$ cat src/rtl/div_iter.sv
// Iterative restoring divider: one quotient bit per cycle, signed or unsigned operands.
// Result is {remainder, quotient} and is held with ready_o while start_i stays high.
module div_iter #(
    parameter int unsigned WIDTH = 32
) (
    input  logic                 clk,
    input  logic                 rst,
    input  logic                 signed_div_i,
    input  logic [WIDTH-1:0]     opdata1_i,
    input  logic [WIDTH-1:0]     opdata2_i,
    input  logic                 start_i,
    input  logic                 annul_i,
    output logic [2*WIDTH-1:0]   result_o,
    output logic                 ready_o
);

    localparam int unsigned CNT_W = $clog2(WIDTH) + 1;

    typedef enum logic [1:0] {FREE, BYZERO, ON, END} state_e;

    state_e               state_q, state_d;
    logic [CNT_W-1:0]     cnt_q, cnt_d;
    logic [WIDTH-1:0]     quo_q, quo_d;
    logic [WIDTH-1:0]     rem_q, rem_d;
    logic [WIDTH-1:0]     divisor_q, divisor_d;
    logic                 neg_quo_q, neg_quo_d;
    logic                 neg_rem_q, neg_rem_d;
    logic [2*WIDTH-1:0]   result_q, result_d;
    logic                 ready_q, ready_d;

    logic [WIDTH:0]       partial;
    logic [WIDTH:0]       diff;
    logic                 fits;
    logic [WIDTH-1:0]     mag1, mag2;
    logic [WIDTH-1:0]     quo_fix, rem_fix;

    // Quotient bits shift out of quo_q into the partial remainder as new bits shift in.
    always_comb begin
        partial = {rem_q, quo_q[WIDTH-1]};
        diff    = partial - {1'b0, divisor_q};
        fits    = (partial >= {1'b0, divisor_q});
        mag1    = (signed_div_i && opdata1_i[WIDTH-1]) ? -opdata1_i : opdata1_i;
        mag2    = (signed_div_i && opdata2_i[WIDTH-1]) ? -opdata2_i : opdata2_i;
        quo_fix = neg_quo_q ? -quo_q : quo_q;
        rem_fix = neg_rem_q ? -rem_q : rem_q;
    end

    always_comb begin
        state_d   = state_q;
        cnt_d     = cnt_q;
        quo_d     = quo_q;
        rem_d     = rem_q;
        divisor_d = divisor_q;
        neg_quo_d = neg_quo_q;
        neg_rem_d = neg_rem_q;
        result_d  = '0;
        ready_d   = 1'b0;

        unique case (state_q)
            FREE: begin
                if (start_i && !annul_i) begin
                    if (opdata2_i == '0) begin
                        state_d = BYZERO;
                    end else begin
                        state_d   = ON;
                        cnt_d     = '0;
                        quo_d     = mag1;
                        divisor_d = mag2;
                        rem_d     = '0;
                        neg_quo_d = signed_div_i && (opdata1_i[WIDTH-1] ^ opdata2_i[WIDTH-1]);
                        neg_rem_d = signed_div_i && opdata1_i[WIDTH-1];
                    end
                end
            end
            BYZERO: begin
                state_d = END;
                ready_d = 1'b1;
            end
            ON: begin
                if (annul_i) begin
                    state_d = FREE;
                    cnt_d   = '0;
                end else if (cnt_q == CNT_W'(WIDTH)) begin
                    state_d  = END;
                    ready_d  = 1'b1;
                    result_d = {rem_fix, quo_fix};
                end else begin
                    quo_d = {quo_q[WIDTH-2:0], fits};
                    rem_d = fits ? diff[WIDTH-1:0] : partial[WIDTH-1:0];
                    cnt_d = cnt_q + CNT_W'(1);
                end
            end
            END: begin
                // annul_i has no effect once the result exists.
                if (start_i) begin
                    ready_d  = 1'b1;
                    result_d = result_q;
                end else begin
                    state_d = FREE;
                end
            end
            default: state_d = FREE;
        endcase
    end

    always_ff @(posedge clk) begin
        if (!rst) begin
            state_q   <= FREE;
            cnt_q     <= '0;
            quo_q     <= '0;
            rem_q     <= '0;
            divisor_q <= '0;
            neg_quo_q <= 1'b0;
            neg_rem_q <= 1'b0;
            result_q  <= '0;
            ready_q   <= 1'b0;
        end else begin
            state_q   <= state_d;
            cnt_q     <= cnt_d;
            quo_q     <= quo_d;
            rem_q     <= rem_d;
            divisor_q <= divisor_d;
            neg_quo_q <= neg_quo_d;
            neg_rem_q <= neg_rem_d;
            result_q  <= result_d;
            ready_q   <= ready_d;
        end
    end

    assign result_o = result_q;
    assign ready_o  = ready_q;

endmodule
$ cat config.mk
export PLATFORM = sky130hd
export DESIGN_NAME = div_iter
export DESIGN_NICKNAME = d
export VERILOG_FILES = /design/src/rtl/div_iter.sv
export SDC_FILE = /design/constraint.sdc
export NUM_CORES = 1
export LEC_CHECK = 0
export CAP_MARGIN = 15
export CORE_MARGIN = 2
export CORE_UTILIZATION = 45
export DETAILED_ROUTE_END_ITERATION = 7
export MAX_ROUTING_LAYER = met4
export PLACE_DENSITY = 0.67
export SYNTH_ARGS = -nofsm -noshare
export SYNTH_HDL_FRONTEND = slang
export SYNTH_SLANG_ARGS = --single-unit
$ cat constraint.sdc
create_clock -name clk -period 8.87 [get_ports clk]
set_clock_uncertainty 0.05 [all_clocks]
set_input_delay 1.774 -clock clk [delete_from_list [all_inputs] [get_ports clk]]
set_output_delay 1.774 -clock clk [all_outputs]
set_load 0.02 [all_outputs]
==> results.toml <==
[power]
cell_internal_pwr_mw = 1.34
p_per_area_nw_per_um2 = 150
finalPower_mw = 1.95
ir_drop_mv = 0.0897
power_frac_comb_pct = 19.6
pwr-share-seq_pct = 42.2
p_sw_uw = 614
power.leakage_nw = 5.15
p_sw_share_pct = 31.4
power.share.clock_pct = 38.2

[synthesis]
synth_nets = 1509
ys_ff_latch = 171
ys_top_cells_by_area = "dfxtp_1 31%, xnor2_1 6.9%, nand2_1 5.6%"
yosys_most_used_dff = "dfxtp_1"
synth_area_um2 = 10900
seq_area_frac_synth_pct = 31.3
synth_compound_area_share_pct = 26.1
async_flop_share_pct = 0
synth-xor-area-share_pct = 11.2
synth_top_family_by_area = "compound AO/OA/AOI/OAI gates"
synth_commonest_cells = "171 x dfxtp_1, 162 x nand2_1, 119 x o21ai_0, 115 x nor2_1, 86 x xnor2_1"
synth_most_common_cell = "dfxtp_1"
yosys_warnings = 0
ys_types = 70
synth_area_leader_cell = "dfxtp_1"
synth_top_cell_area_share_pct = 31.3
synth_edf_count = 0
synthAdderAreaFrac_pct = 4.53
synthCells = 1401
syn_avg_cell_area_um2 = 7.80
synthMuxAreaShare_pct = 2.12
synth-simple-area-share_pct = 19.8

[layout]
final_cell_count_no_fill = 1812
utilization_pct = 54.0
fillers = 2368
antennaDiodeCount = 0
area_growth_pct = 19.1
nets = 1583
drive_above_1_share_pct = 4.50

[global_routing]
antenna_found_initial = 0
grt_pass1_wl_um = 49600
grt_usage_pct = 24.2
grt_overflow = 0
grt_pass1_vias = 9610
grt_start_max_net_pins = 61

[setup_path]
worstPathMaxFanout = 38
startpoint_type = "input port"
worstPathRequired_ns = 9.19
critPathKind = "input port to register"
endpoint_kind = "register"
worstPathArrival_ns = 5.64

[sta]
setup_viol = 0
whs_ns = 0.400
period_minus_slack_ns = 5.32
hold_viol_final = 0
max_freq_ghz = 0.188
finalSetupTns_ns = 0
slew_viol_final = 0
rsz0062_at_grt = "false"
tightest_slew_ns = 0.997
slew_headroom_pct = 33.5
min_period_over_period_pct = 59.9

[routing]
route.vias.total = 10417
firstDrtPassIters = 5
route.detailed.drc = 0
routedWlPerCell_um = 16.8
vias_per_cell = 5.75
first_iter_violations = 732
routed_wl_um = 30400
ant_nets = 0

[placement]
dp_cells = 1779
portBuffers = 133
dpl.hpwl_um = 22500
place.gp.congestion = 0.972

[cts]
cts_buffers = 17
cts_hold_buf = 0
cts_sinks = 171
cts_max_path_buffers = 2
cts_setup_buffers = 0
cts_tree = "yes"
root_buffer = "clkbuf_16"
clock_latency_ns = 0.43
htreeDepth = 4
cts_resized = 0
clk_pin_slew_ns = 0.07

[die]
die_area_um2 = 25500
initial_core_util_pct = 45.3
die_y_um = 160
row_count = 57
die_w_um = 160
core_area_um2 = 24100
boundaryPins = 134

[job]
drv_cap = 0

[min_path]
hold_path.class = "register to register"

[run_status]
status = "finished, final reports clean"
==> worst paths after layout <==
| kind | startpoint | endpoint | slack, ns | cells after the start |
|---|---|---|---|---|
| worst max-delay path | opdata2_i[0] | rem_q[29] | 3.55 | 11 |
| worst min-delay path | result_o[61] | result_o[61] | 0.40 | 2 |
| worst max register to register | quo_q[31] | rem_q[28] | 5.05 | 12 |
| worst min register to register | result_o[61] | result_o[61] | 0.40 | 2 |
==> logic make-up after synthesis <==
group,Yosys count
DFF,171
adders and majority gates,39
buffers and inverters,143
xor gates and xnor gates,140
and+or+nand+nor,453
AOI/OAI and AO/OA,432
muxes,23
==> area by class of cell <==
class,count,area (um2),share of cell area [%]
sequential,171,3420,26.3
clock buffer,18,439,3.37
timing repair buffer,143,1410,10.8
tap,324,405,3.12
inverter,55,206,1.59
multi-input combinational,1087,6980,53.6
clock inverter,14,150,1.15
==> routing by layer <==
metal | vias to the layer above | track usage (%) | wire length (um)
met5 | - | - | 0
met2 | 278 | 37.2 | 13200
li1 | 5189 | - | -
met3 | 25 | 2.88 | 1650
met1 | 4925 | 34.3 | 15200
met4 | 0 | 5.04 | 323
==> layout by cell type (no fill, tap or decap), drive strengths merged, types with 10 or more instances in the layout <==
master | netlist | final
or3 | 16 | 16
dfxtp | 171 | 171
o211ai | 18 | 18
nand3 | 32 | 32
buf | 8 | 10
and2 | 10 | 10
nor3 | 21 | 21
o41ai | 16 | 16
nor2 | 115 | 115
a211oi | 32 | 32
clkbuf | 80 | 19
or4 | 15 | 15
clkdlybuf4s50 | 0 | 132
a21oi | 83 | 83
o211a | 20 | 20
nand2 | 162 | 162
xnor2 | 86 | 86
nor4 | 16 | 16
a22oi | 41 | 41
nand4 | 13 | 13
xor2 | 54 | 54
nor2b | 24 | 24
ha | 38 | 38
a21o | 20 | 20
o31ai | 25 | 25
inv | 55 | 61
mux2i | 22 | 22
o21ai | 124 | 124
==> registers in the layout, summed over array words and instances, names as in the netlist <==
signal     flops
neg_rem_q      1
state_q        2
ready_o        1
cnt_q          6
rem_q         32
result_o      64
quo_q         32
divisor_q     32
neg_quo_q      1
==> metrics by stage <==
step	instance area, um2	setup slack [ns]
after floorplan	10900	4.65
after global placement	12400	3.28
after detailed placement	12400	3.14
after CTS	13000	3.57
after global routing	13000	3.30
final	13000	3.55
==> power groups by stage <==
| stage | combinational [mW] | sequential [mW] | clock (mW) |
|---|---|---|---|
| after floorplan | 0.273 | 0.826 | 0 |
| after global placement | 0.374 | 0.840 | 0 |
| after detailed placement | 0.377 | 0.842 | 0 |
| after CTS | 0.379 | 0.824 | 0.755 |
| after global routing | 0.423 | 0.828 | 0.787 |
| final | 0.382 | 0.825 | 0.747 |
==> critical path, cell delays in order <==
cell and delay (ns):
clkdlybuf4s50_1 0.45, inv_1 0.10, ha_1 0.19, or4b_2 0.66, nor4_1 0.46, a41oi_1 0.32, o22a_1 0.48, nor2_4 0.82
nand2_1 0.14, o41ai_1 0.10, a31o_2 0.15
Power figures use the tool's default switching activity.
